### src/rtl/axicb_cpl_router_pkg.sv
// Shared types and helpers for the completion router.
//   cpl_state_e : router FSM states
//   entry_w     : width of one queued request entry
//   id_to_q     : maps an AXI ID to its per-ID queue index
package axicb_cpl_pkg;

  localparam int LEN_W = 8;

  typedef enum logic {IDLE = 1'b0, BURST = 1'b1} cpl_state_e;

  // Entry layout, LSB first: id, mr, ix, then len on the read path only.
  function automatic int entry_w(input int rd_path, input int slv_nb, input int id_w);
    return LEN_W * rd_path + slv_nb + 1 + id_w;
  endfunction

  // Only the low log2(id_nb) bits of the result matter; callers truncate.
  function automatic logic [31:0] id_to_q(input logic [31:0] id, input logic [31:0] mask,
                                          input int id_nb);
    return (id ^ mask) & 32'(id_nb - 1);
  endfunction

endpackage

### src/rtl/axicb_cpl_router_if.sv
// Address-side push and completion-side grant signals of the completion router.
//   slave  : router side (takes pushes and slave completions, drives grant/head)
//   master : surrounding crossbar side
interface axicb_cpl_router_if
  import axicb_cpl_pkg::*;
#(
  parameter int AXI_ID_W = 8,
  parameter int SLV_NB   = 4,
  parameter int CCH_W    = 8
);
  logic                    a_valid, a_ready, a_full, a_mr;
  logic [LEN_W-1:0]        a_len;
  logic [AXI_ID_W-1:0]     a_id;
  logic [SLV_NB-1:0]       a_ix;

  logic [SLV_NB-1:0]       c_grant, c_ix, c_valid, c_last;
  logic                    c_mr, c_ready;
  logic [LEN_W-1:0]        c_len;
  logic [AXI_ID_W-1:0]     c_id;
  logic [CCH_W*SLV_NB-1:0] c_ch;

  modport slave (
    input  a_valid, a_ready, a_len, a_id, a_ix, a_mr, c_valid, c_last, c_ready, c_ch,
    output a_full, c_grant, c_mr, c_len, c_id, c_ix
  );

  modport master (
    output a_valid, a_ready, a_len, a_id, a_ix, a_mr, c_valid, c_last, c_ready, c_ch,
    input  a_full, c_grant, c_mr, c_len, c_id, c_ix
  );
endinterface

### src/rtl/axicb_round_robin_core.sv
// Round-robin arbiter core.
//   req      : request vector
//   gidx     : index of the first requester at or after the priority pointer
//   gvld     : some request is present
//   en       : move priority to the slot after rot_idx
module axicb_round_robin_core #(
  parameter  int REQ_NB = 4,
  localparam int IW     = $clog2(REQ_NB)
) (
  input  logic              aclk,
  input  logic              aresetn,
  input  logic              srst,
  input  logic              en,
  input  logic [IW-1:0]     rot_idx,
  input  logic [REQ_NB-1:0] req,
  output logic [IW-1:0]     gidx,
  output logic              gvld
);
  logic [IW-1:0] ptr, idx;

  // REQ_NB is a power of two, so the index wraps naturally.
  always_comb begin
    gidx = '0;
    gvld = 1'b0;
    idx  = '0;
    for (int k = 0; k < REQ_NB; k++) begin
      idx = ptr + IW'(k);
      if (!gvld && req[idx]) begin
        gidx = idx;
        gvld = 1'b1;
      end
    end
  end

  always_ff @(posedge aclk or negedge aresetn) begin
    if (!aresetn)  ptr <= '0;
    else if (srst) ptr <= '0;
    else if (en)   ptr <= rot_idx + IW'(1);
  end
endmodule

### src/rtl/axicb_scfifo.sv
// Single-clock show-ahead FIFO on a register file.
//   push/data_in  : write side; a push while full is dropped
//   pull/data_out : read side; data_out always shows the head entry
//   full/empty    : occupancy flags
module axicb_scfifo #(
  parameter int DATA_WIDTH = 8,
  parameter int ADDR_WIDTH = 2
) (
  input  logic                  aclk,
  input  logic                  aresetn,
  input  logic                  srst,
  input  logic                  push,
  input  logic [DATA_WIDTH-1:0] data_in,
  input  logic                  pull,
  output logic [DATA_WIDTH-1:0] data_out,
  output logic                  full,
  output logic                  empty
);
  localparam int DEPTH = 1 << ADDR_WIDTH;

  logic [DATA_WIDTH-1:0] mem [DEPTH];
  // One extra pointer bit tells full from empty when the addresses match.
  logic [ADDR_WIDTH:0]   wr_ptr, rd_ptr;
  logic                  do_push, do_pull;

  assign empty   = (wr_ptr == rd_ptr);
  assign full    = (wr_ptr[ADDR_WIDTH] != rd_ptr[ADDR_WIDTH]) &&
                   (wr_ptr[ADDR_WIDTH-1:0] == rd_ptr[ADDR_WIDTH-1:0]);
  assign do_push = push & ~full;
  assign do_pull = pull & ~empty;

  always_ff @(posedge aclk or negedge aresetn) begin
    if (!aresetn) begin
      wr_ptr <= '0;
      rd_ptr <= '0;
    end else if (srst) begin
      wr_ptr <= '0;
      rd_ptr <= '0;
    end else begin
      if (do_push) wr_ptr <= wr_ptr + (ADDR_WIDTH+1)'(1);
      if (do_pull) rd_ptr <= rd_ptr + (ADDR_WIDTH+1)'(1);
    end
  end

  always_ff @(posedge aclk) begin
    if (do_push) mem[wr_ptr[ADDR_WIDTH-1:0]] <= data_in;
  end

  assign data_out = mem[rd_ptr[ADDR_WIDTH-1:0]];
endmodule

### src/rtl/axicb_cpl_router.sv
// Completion router for one crossbar master port.
//   aclk/aresetn/srst : clock, async low reset, sync high reset
//   bus (slave)       : request push side and completion grant side
//   c_beat            : beat index inside the active burst
//   c_err_len         : registered pulse on a read length mismatch
//   c_timeout         : sticky watchdog flag
//   ostd_cnt          : outstanding requests across all ID queues
module axicb_cpl_router
  import axicb_cpl_pkg::*;
#(
  parameter int                  RD_PATH     = 0,
  parameter int                  AXI_ID_W    = 8,
  parameter int                  SLV_NB      = 4,
  parameter int                  ID_NB       = 4,
  parameter int                  ID_DEPTH    = 4,
  parameter logic [AXI_ID_W-1:0] MST_ID_MASK = '0,
  parameter int                  CCH_W       = 8,
  parameter int                  TIMEOUT_W   = 12,
  localparam int                 OW          = $clog2(ID_NB*ID_DEPTH) + 1
) (
  input  logic             aclk,
  input  logic             aresetn,
  input  logic             srst,
  axicb_cpl_router_if.slave bus,
  output logic [LEN_W-1:0] c_beat,
  output logic             c_err_len,
  output logic             c_timeout,
  output logic [OW-1:0]    ostd_cnt
);
  localparam int QW     = $clog2(ID_NB);
  localparam int EW     = entry_w(RD_PATH, SLV_NB, AXI_ID_W);
  localparam int IX_LSB = AXI_ID_W + 1;

  logic [QW-1:0]                   push_q, gidx, lock, sel;
  logic                            push_en, push_ok, any_req, sel_vld;
  logic                            hs, last, hs_last, err_d;
  logic [EW-1:0]                   push_data;
  logic [ID_NB-1:0]                q_full, q_empty, q_push, q_pull, req, head_mr;
  logic [ID_NB-1:0][EW-1:0]        head;
  logic [ID_NB-1:0][SLV_NB-1:0]    head_ix;
  logic [ID_NB-1:0][LEN_W-1:0]     head_len;
  logic [SLV_NB-1:0][QW-1:0]       slv_q;
  cpl_state_e                      state, state_nxt;

  // ---- push side ----
  assign push_q     = QW'(id_to_q(32'(bus.a_id), 32'(MST_ID_MASK), ID_NB));
  assign push_en    = bus.a_valid & bus.a_ready;
  assign push_ok    = push_en & ~q_full[push_q];
  assign bus.a_full = q_full[push_q];

  if (RD_PATH != 0) begin : g_rd_pack
    assign push_data = {bus.a_len, bus.a_ix, bus.a_mr, bus.a_id};
  end else begin : g_wr_pack
    logic unused_len;
    assign unused_len = ^bus.a_len;
    assign push_data  = {bus.a_ix, bus.a_mr, bus.a_id};
  end

  // Queue index of the ID each slave is currently presenting.
  for (genvar j = 0; j < SLV_NB; j++) begin : g_slv
    assign slv_q[j] = QW'(id_to_q(32'(bus.c_ch[j*CCH_W +: AXI_ID_W]), 32'(MST_ID_MASK), ID_NB));
  end
  // Payload bits above the ID only matter to the completion mux.
  logic unused_ch;
  assign unused_ch = ^bus.c_ch;

  // ---- per-ID queues ----
  for (genvar i = 0; i < ID_NB; i++) begin : g_q
    logic [SLV_NB-1:0] hit;

    assign q_push[i] = push_en & (push_q == QW'(i));
    assign q_pull[i] = hs_last & (sel == QW'(i));

    axicb_scfifo #(.DATA_WIDTH(EW), .ADDR_WIDTH($clog2(ID_DEPTH))) u_fifo (
      .aclk, .aresetn, .srst,
      .push(q_push[i]), .data_in(push_data),
      .pull(q_pull[i]), .data_out(head[i]),
      .full(q_full[i]), .empty(q_empty[i])
    );

    assign head_mr[i] = head[i][AXI_ID_W];
    assign head_ix[i] = head[i][IX_LSB +: SLV_NB];
    if (RD_PATH != 0) begin : g_len
      assign head_len[i] = head[i][EW-1 -: LEN_W];
    end else begin : g_nolen
      assign head_len[i] = '0;
    end

    // A slave only counts if it is the head's target and carries this queue's ID.
    for (genvar j = 0; j < SLV_NB; j++) begin : g_hit
      assign hit[j] = bus.c_valid[j] & head_ix[i][j] & (slv_q[j] == QW'(i));
    end
    assign req[i] = ~q_empty[i] & (head_mr[i] | (|hit));
  end

  // ---- arbitration ----
  axicb_round_robin_core #(.REQ_NB(ID_NB)) u_rr (
    .aclk, .aresetn, .srst,
    .en(hs_last), .rot_idx(sel),
    .req(req), .gidx(gidx), .gvld(any_req)
  );

  assign sel     = (state == BURST) ? lock : gidx;
  assign sel_vld = (state == BURST) | any_req;
  assign hs      = bus.c_ready & sel_vld & req[sel];
  // A misrouted head is always a single local beat on either path.
  assign last    = head_mr[sel] | (|(bus.c_last & head_ix[sel]));
  assign hs_last = hs & last;

  assign err_d = (RD_PATH != 0) && hs &&
                 (last ? (c_beat != head_len[sel]) : (c_beat == head_len[sel]));

  assign bus.c_grant = sel_vld ? head_ix[sel] : '0;
  assign bus.c_ix    = bus.c_grant;
  assign bus.c_mr    = sel_vld & head_mr[sel];
  assign bus.c_len   = sel_vld ? head_len[sel] : '0;
  assign bus.c_id    = sel_vld ? head[sel][AXI_ID_W-1:0] : '0;

  // ---- FSM ----
  always_comb begin
    state_nxt = state;
    case (state)
      IDLE:  if (hs && !last) state_nxt = BURST;
      BURST: if (hs_last)     state_nxt = IDLE;
    endcase
  end

  always_ff @(posedge aclk or negedge aresetn) begin
    if (!aresetn) begin
      state     <= IDLE;
      lock      <= '0;
      c_beat    <= '0;
      c_err_len <= 1'b0;
      ostd_cnt  <= '0;
    end else if (srst) begin
      state     <= IDLE;
      lock      <= '0;
      c_beat    <= '0;
      c_err_len <= 1'b0;
      ostd_cnt  <= '0;
    end else begin
      state     <= state_nxt;
      if (state == IDLE && hs && !last) lock <= gidx;
      if (hs_last) c_beat <= '0;
      else if (hs) c_beat <= c_beat + LEN_W'(1);
      c_err_len <= err_d;
      ostd_cnt  <= ostd_cnt + OW'(push_ok) - OW'(hs_last);
    end
  end

  // ---- watchdog ----
  if (TIMEOUT_W > 0) begin : g_wd
    logic [TIMEOUT_W-1:0] wd;
    logic                 to_q;

    always_ff @(posedge aclk or negedge aresetn) begin
      if (!aresetn) begin
        wd   <= '0;
        to_q <= 1'b0;
      end else if (srst) begin
        wd   <= '0;
        to_q <= 1'b0;
      end else if (hs) begin
        wd <= '0;
      end else if (ostd_cnt != '0 && wd != '1) begin
        wd <= wd + TIMEOUT_W'(1);
        // Flag together with the step that reaches all-ones.
        if (&(wd | TIMEOUT_W'(1))) to_q <= 1'b1;
      end
    end
    assign c_timeout = to_q;
  end else begin : g_nowd
    assign c_timeout = 1'b0;
  end
endmodule

### src/flat_wrapper.sv
// flat-port wrapper written by rule: the top's interface ports become plain ports
module axicb_cpl_router_flat import axicb_cpl_pkg::*;
#(
  parameter int                  RD_PATH     = 0,
  parameter int                  AXI_ID_W    = 8,
  parameter int                  SLV_NB      = 4,
  parameter int                  ID_NB       = 4,
  parameter int                  ID_DEPTH    = 4,
  parameter logic [AXI_ID_W-1:0] MST_ID_MASK = '0,
  parameter int                  CCH_W       = 8,
  parameter int                  TIMEOUT_W   = 12,
  localparam int                 OW          = $clog2(ID_NB*ID_DEPTH) + 1
)
  (aclk, aresetn, srst, c_beat, c_err_len, c_timeout, ostd_cnt, bus_a_valid, bus_a_ready, bus_a_len, bus_a_id, bus_a_ix, bus_a_mr, bus_c_valid, bus_c_last, bus_c_ready, bus_c_ch, bus_a_full, bus_c_grant, bus_c_mr, bus_c_len, bus_c_id, bus_c_ix);
  axicb_cpl_router_if #(.AXI_ID_W(AXI_ID_W), .SLV_NB(SLV_NB), .CCH_W(CCH_W)) bus_i ();
  input  logic aclk;
  input  logic aresetn;
  input  logic srst;
  output logic [LEN_W-1:0] c_beat;
  output logic c_err_len;
  output logic c_timeout;
  output logic [OW-1:0] ostd_cnt;
  input wire logic [$bits(bus_i.a_valid)-1:0] bus_a_valid;
  input wire logic [$bits(bus_i.a_ready)-1:0] bus_a_ready;
  input wire logic [$bits(bus_i.a_len)-1:0] bus_a_len;
  input wire logic [$bits(bus_i.a_id)-1:0] bus_a_id;
  input wire logic [$bits(bus_i.a_ix)-1:0] bus_a_ix;
  input wire logic [$bits(bus_i.a_mr)-1:0] bus_a_mr;
  input wire logic [$bits(bus_i.c_valid)-1:0] bus_c_valid;
  input wire logic [$bits(bus_i.c_last)-1:0] bus_c_last;
  input wire logic [$bits(bus_i.c_ready)-1:0] bus_c_ready;
  input wire logic [$bits(bus_i.c_ch)-1:0] bus_c_ch;
  output wire logic [$bits(bus_i.a_full)-1:0] bus_a_full;
  output wire logic [$bits(bus_i.c_grant)-1:0] bus_c_grant;
  output wire logic [$bits(bus_i.c_mr)-1:0] bus_c_mr;
  output wire logic [$bits(bus_i.c_len)-1:0] bus_c_len;
  output wire logic [$bits(bus_i.c_id)-1:0] bus_c_id;
  output wire logic [$bits(bus_i.c_ix)-1:0] bus_c_ix;
  assign bus_i.a_valid = bus_a_valid;
  assign bus_i.a_ready = bus_a_ready;
  assign bus_i.a_len = bus_a_len;
  assign bus_i.a_id = bus_a_id;
  assign bus_i.a_ix = bus_a_ix;
  assign bus_i.a_mr = bus_a_mr;
  assign bus_i.c_valid = bus_c_valid;
  assign bus_i.c_last = bus_c_last;
  assign bus_i.c_ready = bus_c_ready;
  assign bus_i.c_ch = bus_c_ch;
  assign bus_a_full = bus_i.a_full;
  assign bus_c_grant = bus_i.c_grant;
  assign bus_c_mr = bus_i.c_mr;
  assign bus_c_len = bus_i.c_len;
  assign bus_c_id = bus_i.c_id;
  assign bus_c_ix = bus_i.c_ix;
  axicb_cpl_router #(.RD_PATH(RD_PATH), .AXI_ID_W(AXI_ID_W), .SLV_NB(SLV_NB), .ID_NB(ID_NB), .ID_DEPTH(ID_DEPTH), .MST_ID_MASK(MST_ID_MASK), .CCH_W(CCH_W), .TIMEOUT_W(TIMEOUT_W)) u_core (.aclk(aclk), .aresetn(aresetn), .srst(srst), .bus(bus_i), .c_beat(c_beat), .c_err_len(c_err_len), .c_timeout(c_timeout), .ostd_cnt(ostd_cnt));
endmodule
### config.mk
export PLATFORM = sky130hd
export DESIGN_NAME = axicb_cpl_router_flat
export DESIGN_NICKNAME = d
export VERILOG_FILES = /design/src/rtl/axicb_cpl_router_pkg.sv /design/src/rtl/axicb_cpl_router_if.sv /design/src/rtl/axicb_round_robin_core.sv /design/src/rtl/axicb_scfifo.sv /design/src/rtl/axicb_cpl_router.sv /design/src/flat_wrapper.sv
export SDC_FILE = /design/constraint.sdc
export NUM_CORES = 1
export LEC_CHECK = 0
export BUFFER_PORTS_ARGS = -buffer_cell sky130_fd_sc_hd__buf_4
export CAP_MARGIN = 20
export CORE_MARGIN = 4
export CORE_UTILIZATION = 60
export CTS_CLUSTER_SIZE = 28
export DETAILED_ROUTE_END_ITERATION = 12
export PLACE_DENSITY = 0.79
export SKIP_CTS_REPAIR_TIMING = 1
export SYNTH_ARGS = -nofsm -noshare
export SYNTH_HDL_FRONTEND = slang
export SYNTH_SLANG_ARGS = --single-unit
### constraint.sdc
create_clock -name aclk -period 5.5 [get_ports aclk]
set_input_delay 0.275 -clock aclk [delete_from_list [all_inputs] [get_ports aclk]]
set_output_delay 0.275 -clock aclk [all_outputs]
set_load 0.05 [all_outputs]
==> results of run 1 <==
## worst max-delay path by stage
stage                         endpoint  slack (ns)  cells after the start
floorplan           u_core.ostd_cnt[4]        0.61                     23
global placement    u_core.ostd_cnt[4]        0.33                     22
detailed placement  u_core.ostd_cnt[4]        0.26                     22
CTS                 u_core.ostd_cnt[4]        0.23                     22
global route        u_core.ostd_cnt[4]       0.005                     22
finish              u_core.ostd_cnt[4]        0.36                     22
## cells in the mapped netlist (all sizes together) (3+ instances only)
| master | number | area (sq um) |
|---|---|---|
| a211oi | 23 | 172.7 |
| a21oi | 23 | 115.1 |
| a221o | 4 | 40.04 |
| a31oi | 4 | 31.28 |
| and2 | 26 | 162.7 |
| and3 | 3 | 18.77 |
| and3b | 4 | 35.03 |
| buf | 28 | 198.9 |
| clkbuf | 17 | 63.81 |
| dfrtp | 55 | 1376 |
| edfxtp | 208 | 6246 |
| ha | 32 | 400.4 |
| inv | 32 | 120.1 |
| mux2 | 14 | 187.7 |
| mux2i | 28 | 280.3 |
| mux4 | 48 | 1081 |
| nand2 | 54 | 207.7 |
| nand3 | 19 | 100.1 |
| nand4 | 8 | 50.05 |
| nor2 | 70 | 267.8 |
| nor2b | 11 | 68.82 |
| nor3 | 17 | 143.9 |
| nor3b | 5 | 37.54 |
| nor4b | 4 | 35.03 |
| o211ai | 3 | 22.52 |
| o21ai | 15 | 75.07 |
| o22ai | 3 | 25.02 |
| o31ai | 4 | 43.79 |
| or3 | 3 | 18.77 |
| xnor2 | 28 | 245.2 |
| xor2 | 8 | 70.07 |
## power by group through the flow
stage               Clock, mW  Sequential [mW]  Combinational [mW]
floorplan                   0             2.26               0.210
CTS                      1.75             2.19               0.352
global route             1.84             2.20               0.387
finish                   1.72             2.20               0.355
global placement            0             2.23               0.343
detailed placement          0             2.24               0.349
## registers in the layout (all words and copies together) (netlist names)
register,flops
u_core.u_rr.ptr,2
u_core.state,1
u_core.g_q.u_fifo.mem,208
u_core.c_beat,8
u_core.ostd_cnt,5
u_core.g_q.u_fifo.wr_ptr,12
u_core.c_timeout,1
u_core.g_wd.wd,12
u_core.g_q.u_fifo.rd_ptr,12
u_core.lock,2
## through the flow
stage / area (sq um) / cells / hold WS (ns) / utilization, %
2_1_floorplan: 12370 / 852 / -0.02059 / -
3_3_place_gp: 13090 / 1159 / 0.3866 / 64.69
3_5_place_dp: 13090 / 1159 / 0.3862 / 64.69
4_1_cts: 13920 / 1206 / -0.1876 / 68.79
5_1_grt: 13980 / 1210 / 0.05188 / 69.07
6_report: 13980 / 1210 / 0.05515 / 69.07
## layer usage
metal / vias to the layer above / wire, microns
li1: 3338 / -
met4: 2 / 584
met1: 3633 / 10810
met5: - / 8
met3: 45 / 1774
met2: 266 / 13420
## final cells by class
class | instances | area [sq um]
flip-flops and latches | 263 | 7625
fillers | 1404 | 6259
multi-input cells | 510 | 4389
clock buffers | 33 | 718.2
repair buffers | 86 | 664.4
well taps | 270 | 337.8
inverters | 34 | 130.1
clock inverters | 14 | 111.4
## kinds of logic (layout without fill, tap and decap cells)
| family | count (synthesis) | after routing | synth area share [%] |
|---|---|---|---|
| AO/OA/AOI/OAI | 107 | 107 | 6.457 |
| XOR/XNOR | 36 | 36 | 2.555 |
| flip-flops | 263 | 263 | 61.75 |
| AND/OR/NAND/NOR | 235 | 235 | 10.09 |
| multiplexers | 90 | 90 | 12.55 |
| buffers and inverters | 79 | 167 | 3.163 |
| adder cells (fa/ha/maj) | 33 | 33 | 3.406 |
| other | 1 | 9 | 0.03038 |
==> run_results.csv, run 1 <==
group,metric,value,unit
setup_path,worst_path_largest_cell_delay,0.58,ns
routing,routed_wirelength,26600,microns
setup_path,critical-path-slowest-cell,"mux4_2",
sta,setup_repair_after_global_routing_missed_its_margin,"no",
synth,yosys_register_bits,263,
setup_path,list_of_cells_traversed_by_the_critical_path,"buf_12, mux4_2, a221o_1, o2111a_1, a311o_2, o31ai_4, inv_4, nor2_2, o32ai_1, nor3_1, and4bb_4, nor2_2, ha_1, inv_1, ha_1, inv_1, fa_1, inv_1, a21oi_1, nor2_1, or3_1, a21oi_1",
setup_path,timing_worst_setup_path_type,"reg2reg",
grt,met2_usage,41.08,%
setup_path,crit_path_frequent_cell,"inv_1",
die,fp.dieW,151.4,microns
sta,clock-skew-final,0.01009,ns
synth,synth_enable_flop_cells,208,
routing,wirelength_per_cell,21.98,microns
power_and_ir_drop,power.total,4.267,mW
worst_hold_path,hold-path-endpoint,"u_core.g_q[1].u_fifo.mem[1][6]",
grt,grt_remaining_overflow,0,
routing,viasPerCell,6.020,
grt,first_global_vias,7397,
worst_hold_path,worstHoldPathCells,1,
routing,drt_iter0_drc,517,
setup_path,timing.critical_path.to_type,"register",
power_and_ir_drop,peakVddDrop,0.2830,mV
routing,postRouteAntennaNets,0,
synth,average_cell_area_after_synthesis,14.62,sq um
sta,drv_slew,0,
synth,asyncSetResetFlopFracSynth,20.91,%
finish,final_net_count,1022,
setup_path,critical_path.max_fanout,18,
finish,drive_gt1_share,23.09,%
sta,setup_viol,0,
sta,timing.max_slew.rel_slack,28.85,%
sta,final.setup.tns,0,ns
setup_path,data_arrival_time_of_the_critical_path,5.60,ns
clock_tree,clk_pin_slew_worst_paths,0.06,ns
routing,detail_route.first_pass.iterations,6,
placement,buffer_ports.inserted,66,
routing,drcViolationCount,0,
routing,num_vias,7284,
clock_tree,cts_max_level,1,
clock_tree,cts_tree,"done",
finish,relative_area_change_from_synthesis_to_final_layout,13.23,%
worst_hold_path,hold_path_startpoint,"bus_a_id[6]",
placement,final_weighted_congestion_in_routability_driven_placement,0.9400,
synth,yosysSeqAreaShare,61.75,%
setup_path,cp-startpoint,"u_core.g_q[0].u_fifo.rd_ptr[0]",
setup_path,ff2ff_path_depth,22,
sta,final_hold_viol_count,0,
setup_path,reg2reg_to,"u_core.ostd_cnt[4]",
synth,netlist-cell-type-count,79,
grt,use_met1,31.71,%
power_and_ir_drop,seqPwrFrac,51.4,%
finish,layout_common_cells,"edfxtp_1, buf_4, nor2_1",
setup_path,reg2reg_from,"u_core.g_q[0].u_fifo.rd_ptr[0]",
job,maxcap_violations,0,
sta,final_min_period_over_clock_period,93.53,%
grt,global_route_wire_length_before_repair,41030,microns
setup_path,worst_setup_path_start_kind,"register",
power_and_ir_drop,power_internal,3.266,mW
sta,fmax,194.4,MHz
die,coreArea,20230,sq um
power_and_ir_drop,clkPwrFrac,40.2,%
placement,detailedPlace.worstSlack,0.2551,ns
setup_path,worstPathRequired,5.96,ns
grt,top_usage_layer,"met2",
clock_tree,cts_num_sinks,263,
setup_path,worstPathBufferInverterCount,5,
setup_path,timing.critical_path.max_delay_family,"compound AO/OA/AOI/OAI gates",
grt,groute.usage.overall,23.78,%
placement,place.detailed.hpwl,17640,microns
finish,most_common_cell_after_layout_fill_and_taps_aside,"edfxtp_1",
grt,antenna_found_initial,1,
die,num_io_pins,108,
sta,tightestPinTransition,1.052,ns
grt,maximum_number_of_pins_on_one_net_before_global_route_repair,56,
clock_tree,clock_latency,0.54,ns
sta,fin_ws,0.3561,ns
clock_tree,cts.root.buffer_cell,"clkbuf_16",
die,fp-row-count,52,
die,floorplan.die.height,151.4,microns
die,initial_utilization,61.00,%
power_and_ir_drop,p_per_area,305.3,nW/um^2
die,die_area,22930,sq um
clock_tree,cts_made_buffers,27,
synth,ys.flop_type,"edfxtp_1",
outcome,status,"finished clean",
grt,globalRouteMet3Util,4.129,%
synth,postSynthCellCount,844,
worst_hold_path,holdCritPathClass,"in2reg",
finish,ant_diodes,0,
clock_tree,cts.path.max_buffers,3,
power_and_ir_drop,switching_power,1.001,mW
power_and_ir_drop,share_comb_of_total_power,8.3,%
synth,yosysWarnings,0,
setup_path,rrSetupSlack,0.36,ns
power_and_ir_drop,static-leakage-power,4.967,nW
synth,area_of_the_mapped_netlist,12340,sq um
power_and_ir_drop,switching_share,23.45,%
sta,final_period_minus_worst_setup_slack,5.144,ns
Note: power is estimated with default switching activity, not from simulation.
==> run 2: changes to the inputs <==
--- a/config.mk
+++ b/config.mk
@@ -5,12 +5,12 @@
 export SDC_FILE = /design/constraint.sdc
 export NUM_CORES = 1
 export LEC_CHECK = 0
-export BUFFER_PORTS_ARGS = -buffer_cell sky130_fd_sc_hd__buf_4
 export CAP_MARGIN = 20
 export CORE_MARGIN = 4
-export CORE_UTILIZATION = 60
+export CORE_UTILIZATION = 64
 export CTS_CLUSTER_SIZE = 28
 export DETAILED_ROUTE_END_ITERATION = 12
+export DONT_BUFFER_PORTS = 1
 export PLACE_DENSITY = 0.79
 export SKIP_CTS_REPAIR_TIMING = 1
 export SYNTH_ARGS = -nofsm -noshare
==> run 2 against run 1 <==
Against the previous run: the flow now finishes with violations (negative hold slack); critical endpoint unchanged; power rose by 0.32%; final area fell by 0.56%; combinational power fell by 11%; clock skew rose by 0.0014 ns; non-clock buffer count fell by 27; largest power group unchanged; first-iteration DRC count rose by 1.9%; register-to-register slack got worse by 0.11 ns; global-route usage rose by 2.4 points.
==> run_results.csv, run 2 (synthesis gave the netlist of run 1 again) <==
group,metric,value,unit
placement,final_weighted_congestion_in_routability_driven_placement,1.005,
worst_hold_path,holdCritPathClass,"in2reg",
grt,antenna_found_initial,0,
finish,final_cell_count_no_fill,1176,
sta,timing.max_slew.rel_slack,36.75,%
grt,maximum_number_of_pins_on_one_net_before_global_route_repair,56,
sta,final.hold.worst_slack,-0.01903,ns
grt,global_route_wire_length_before_repair,43470,microns
routing,routed_wirelength,28320,microns
sta,final_period_minus_worst_setup_slack,5.250,ns
routing,postRouteAntennaNets,0,
die,coreArea,18830,sq um
grt,first_global_vias,7599,
finish,relative_area_change_from_synthesis_to_final_layout,12.60,%
worst_hold_path,worstHoldPathCells,2,
placement,buffer_ports.inserted,0,
job,maxcap_violations,0,
clock_tree,cts_tree,"done",
sta,final_min_period_over_clock_period,95.45,%
grt,use_met1,35.54,%
placement,detailedPlace.worstSlack,0.01028,ns
finish,ant_diodes,0,
setup_path,reg2reg_to,"u_core.ostd_cnt[4]",
outcome,status,"complete, but fails checks",
routing,num_vias,7472,
die,num_io_pins,108,
die,fp.dieW,146.9,microns
setup_path,critical_path.max_fanout,7,
sta,drv_slew,0,
setup_path,timing.critical_path.to_type,"register",
sta,final_hold_viol_count,3,
finish,drive_gt1_share,20.63,%
clock_tree,cts_made_buffers,27,
placement,place.detailed.hpwl,18640,microns
die,floorplan.die.height,146.9,microns
power_and_ir_drop,p_per_area,308.0,nW/um^2
routing,viasPerCell,6.354,
power_and_ir_drop,static-leakage-power,4.852,nW
clock_tree,cts.path.max_buffers,3,
clock_tree,clock_latency,0.55,ns
die,die_area,21570,sq um
setup_path,worstSetupEndpoint,"u_core.ostd_cnt[4]",
outcome,violations,"negative hold slack",
clock_tree,cts_num_sinks,263,
finish,final_net_count,995,
finish,most_common_cell_after_layout_fill_and_taps_aside,"edfxtp_1",
finish,number_of_flip_flops_under_the_largest_register_name,208,
sta,fmax,190.5,MHz
finish,layout_common_cells,"edfxtp_1, nor2_1, nand2_1, dfrtp_1, mux4_2",
power_and_ir_drop,peakVddDrop,0.3680,mV
grt,groute.usage.overall,26.20,%
routing,drt_iter0_drc,527,
die,fp-row-count,50,
setup_path,timing_worst_setup_path_type,"reg2reg",
grt,globalRouteMet3Util,4.596,%
sta,setup_repair_after_global_routing_missed_its_margin,"no",
grt,grt_remaining_overflow,0,
grt,top_usage_layer,"met2",
sta,tightestPinTransition,0.9356,ns
sta,clock-skew-final,0.01153,ns
routing,detail_route.first_pass.iterations,5,
sta,fin_ws,0.2504,ns
grt,met2_usage,43.86,%
placement,dpl.cell_count,1101,
setup_path,cp-startpoint,"u_core.g_q[0].u_fifo.rd_ptr[0]",
sta,setup_viol,0,
setup_path,ff2ff_path_depth,21,
setup_path,data_arrival_time_of_the_critical_path,5.71,ns
setup_path,rrSetupSlack,0.25,ns
setup_path,reg2reg_from,"u_core.g_q[0].u_fifo.rd_ptr[0]",
finish,fillers,1153,
clock_tree,cts_max_level,1,
setup_path,worstPathRequired,5.96,ns
clock_tree,clk_pin_slew_worst_paths,0.06,ns
clock_tree,cts.root.buffer_cell,"clkbuf_16",
routing,drcViolationCount,0,
routing,wirelength_per_cell,24.08,microns
setup_path,worst_setup_path_start_kind,"register",
die,initial_utilization,65.55,%
## run 2: worst min path at each step
stage | slack [ns] | from | to
2_1_floorplan | -0.02 | aresetn | u_core.c_beat[0]
3_3_place_gp | -0.02 | aresetn | u_core.lock[0]
3_5_place_dp | -0.02 | aresetn | u_core.g_q[3].u_fifo.rd_ptr[1]
4_1_cts | -0.60 | aresetn | u_core.g_q[0].u_fifo.rd_ptr[1]
5_1_grt | 0.002 | srst | u_core.g_q[0].u_fifo.rd_ptr[0]
6_report | -0.02 | srst | u_core.g_q[1].u_fifo.rd_ptr[2]
## run 2: area by class of cell
type / instances / area [sq um] / share of cell area (%)
Clock buffer: 40 / 784.5 / 5.645
Clock inverter: 10 / 71.32 / 0.5131
Inverter: 34 / 132.6 / 0.9543
Multi-Input combinational cell: 510 / 4444 / 31.98
Sequential cell: 263 / 7626 / 54.87
Tap cell: 260 / 325.3 / 2.341
Timing Repair Buffer: 59 / 514.2 / 3.700
## run 2: power breakdown
group          internal [mW]  switching, mW  total (mW)  leakage [nW]
sequential              2.17         0.0488        2.22          2.63
clock                  0.993          0.749        1.74         0.419
combinational          0.105          0.211       0.316          1.80
total                   3.27           1.01        4.28          4.85
## run 2: worst max-delay path, stage by stage (launching register included)
cell,delay [ns]
dfrtp_2,0.47
mux2_2,0.39
a221o_1,0.30
a221o_1,0.40
o2111a_1,0.29
a311o_2,0.44
o31ai_4,0.39
nand2b_1,0.16
a221oi_4,0.30
nor3b_1,0.09
and4bb_4,0.37
nor2_2,0.07
ha_1,0.27
inv_1,0.04
ha_1,0.20
inv_1,0.07
fa_1,0.19
inv_1,0.05
a21oi_1,0.12
nor2_1,0.06
or3_1,0.33
a21oi_1,0.17
## run 2: metrics by stage
step	hold slack [ns]	total power, mW	area [sq um]	util (%)	TNS (ns)
floorplan	-0.02059	2.468	12370	-	0
CTS	-0.6021	4.255	13610	72.28	-0.02786
global placement	-0.01902	2.511	12750	67.73	0
global route	0.001926	4.429	13900	73.81	0
finish	-0.01903	4.281	13900	73.81	0
detailed placement	-0.01884	2.525	12750	67.73	0
## run 2: routing by layer
| metal | share of wire [%] | vias to the layer above |
|---|---|---|
| met4 | 3.5 | 0 |
| met2 | 50 | 348 |
| met5 | 0 | - |
| met3 | 7.7 | 86 |
| met1 | 39 | 3751 |
| li1 | - | 3287 |
==> run 3: changes to the inputs <==
--- a/config.mk
+++ b/config.mk
@@ -7,11 +7,12 @@
 export LEC_CHECK = 0
 export CAP_MARGIN = 20
 export CORE_MARGIN = 4
-export CORE_UTILIZATION = 64
+export CORE_UTILIZATION = 65
+export CTS_BUF_LIST = sky130_fd_sc_hd__clkbuf_4 sky130_fd_sc_hd__clkbuf_8
 export CTS_CLUSTER_SIZE = 28
 export DETAILED_ROUTE_END_ITERATION = 12
 export DONT_BUFFER_PORTS = 1
-export PLACE_DENSITY = 0.79
+export PLACE_DENSITY = 0.8
 export SKIP_CTS_REPAIR_TIMING = 1
 export SYNTH_ARGS = -nofsm -noshare
 export SYNTH_HDL_FRONTEND = slang
==> run 3 against run 2 <==
Against the previous run: clock skew grew 0.013 ns; largest cell class unchanged; cell count shrank 1.2%; critical endpoint unchanged; non-clock buffer count fell by 9; register-to-register slack better by 0.02 ns; the run now ends clean; final area fell by 1.4%; clock-buffer cell count is 13 higher.
==> run_results.csv, run 3 (synthesis gave the netlist of run 1 again) <==
group,metric,value,unit
outcome,status,"finished clean",
sta,setup_repair_after_global_routing_missed_its_margin,"no",
placement,place.detailed.hpwl,18910,microns
setup_path,reg2reg_from,"u_core.g_q[0].u_fifo.rd_ptr[0]",
routing,drcViolationCount,0,
grt,grt_remaining_overflow,0,
sta,setup_viol,0,
job,maxcap_violations,0,
die,floorplan.die.height,145.8,microns
clock_tree,cts.path.max_buffers,3,
finish,relative_area_change_from_synthesis_to_final_layout,11.01,%
clock_tree,cts_made_buffers,41,
grt,met2_usage,44.15,%
routing,viasPerCell,6.410,
placement,buffer_ports.inserted,0,
setup_path,timing.critical_path.to_type,"register",
die,initial_utilization,65.99,%
sta,final_min_period_over_clock_period,95.10,%
grt,maximum_number_of_pins_on_one_net_before_global_route_repair,56,
setup_path,timing_worst_setup_path_type,"reg2reg",
routing,drt_iter0_drc,596,
placement,final_weighted_congestion_in_routability_driven_placement,1.000,
routing,num_vias,7448,
grt,groute.usage.overall,26.66,%
grt,use_met1,35.59,%
sta,final.hold.worst_slack,0.001273,ns
die,fp.dieW,145.8,microns
die,num_io_pins,108,
routing,detail_route.first_pass.iterations,5,
finish,number_of_flip_flops_under_the_largest_register_name,208,
setup_path,rrSetupSlack,0.27,ns
grt,globalRouteMet3Util,5.294,%
finish,final_net_count,1000,
sta,final.setup.tns,0,ns
sta,fin_ws,0.2693,ns
die,coreArea,18710,sq um
routing,postRouteAntennaNets,0,
sta,clock-skew-final,0.02487,ns
setup_path,cp-startpoint,"u_core.g_q[0].u_fifo.rd_ptr[0]",
clock_tree,clock_latency,0.56,ns
finish,fillers,1133,
clock_tree,cts.root.buffer_cell,"clkbuf_8",
sta,final_hold_viol_count,0,
clock_tree,cts_num_sinks,263,
setup_path,critical_path.max_fanout,7,
worst_hold_path,hold_path_startpoint,"srst",
setup_path,worstPathRequired,5.93,ns
setup_path,worst_setup_path_start_kind,"register",
sta,drv_slew,0,
setup_path,data_arrival_time_of_the_critical_path,5.66,ns
sta,timing.max_slew.rel_slack,27.74,%
clock_tree,clk_pin_slew_worst_paths,0.07,ns
routing,wirelength_per_cell,24.67,microns
placement,detailedPlace.worstSlack,0.1768,ns
sta,tightestPinTransition,1.069,ns
die,die_area,21260,sq um
power_and_ir_drop,power.total,4.122,mW
sta,fmax,191.2,MHz
power_and_ir_drop,static-leakage-power,4.792,nW
worst_hold_path,holdCritPathClass,"in2reg",
finish,most_common_cell_after_layout_fill_and_taps_aside,"edfxtp_1",
grt,global_route_wire_length_before_repair,43880,microns
sta,final_period_minus_worst_setup_slack,5.231,ns
routing,routed_wirelength,28660,microns
power_and_ir_drop,p_per_area,300.8,nW/um^2
finish,drive_gt1_share,21.25,%
die,fp-row-count,50,
finish,layout_common_cells,"edfxtp_1, nor2_1, dfrtp_1",
clock_tree,cts_tree,"done",
grt,top_usage_layer,"met2",
clock_tree,cts_max_level,2,
grt,first_global_vias,7763,
grt,antenna_found_initial,1,
power_and_ir_drop,peakVddDrop,0.2828,mV
-- run 3: metrics by stage --
| step | utilization (%) | instances | cell area, sq um |
|---|---|---|---|
| floorplan | - | 852 | 12370 |
| global placement | 67.97 | 1074 | 12710 |
| detailed placement | 67.97 | 1074 | 12710 |
| CTS | 72.13 | 1144 | 13490 |
| global route | 73.25 | 1162 | 13700 |
| finish | 73.25 | 1162 | 13700 |
-- run 3: routing by layer --
metal  vias to the layer above  wire, microns
met4                         0            955
li1                       3302              -
met3                        71           1899
met2                       301          14500
met5                         -              0
met1                      3774          11310
-- run 3: power by group --
part | internal [mW] | switching [mW]
logic | 0.102 | 0.210
registers | 2.17 | 0.0499
clock network | 0.841 | 0.745
-- run 3: final timing paths --
check / cells past startpoint / endpoint
min in group asynchronous: 2 / u_core.c_beat[1]
max in group asynchronous: 2 / u_core.g_q[1].u_fifo.rd_ptr[0]
min: 2 / u_core.g_q[2].u_fifo.rd_ptr[0]
max: 23 / u_core.ostd_cnt[4]
min reg2reg: 2 / u_core.g_wd.wd[9]
max reg2reg: 23 / u_core.ostd_cnt[4]
-- run 3: final cells by class --
type                            instances  area [sq um]  area share (%)
Sequential cell                       263          7625           55.65
Multi-Input combinational cell        510          4428           32.32
Clock buffer                           53         666.9           4.867
Timing Repair Buffer                   50         449.2           3.278
Tap cell                              234         292.8           2.137
Inverter                               34         127.6          0.9314
Clock inverter                         17         110.1          0.8036
Antenna cell                            1         2.502         0.01826
-- run 3: worst max-delay path, cell delays in order (launching register included) --
cell      delay [ns]
dfrtp_2         0.45
buf_4           0.18
mux4_2          0.56
a221o_1         0.36
o2111a_1        0.29
a311o_2         0.44
o31ai_4         0.30
inv_2           0.11
buf_4           0.20
nand2_1         0.09
nor2_1          0.07
nor3b_1         0.19
and4bb_4        0.27
nor2_2          0.13
ha_1            0.26
inv_1           0.09
ha_1            0.19
inv_1           0.06
fa_1            0.40
inv_1           0.08
a21oi_1         0.07
nor2_1          0.12
or3_1           0.12
a21oi_1         0.06
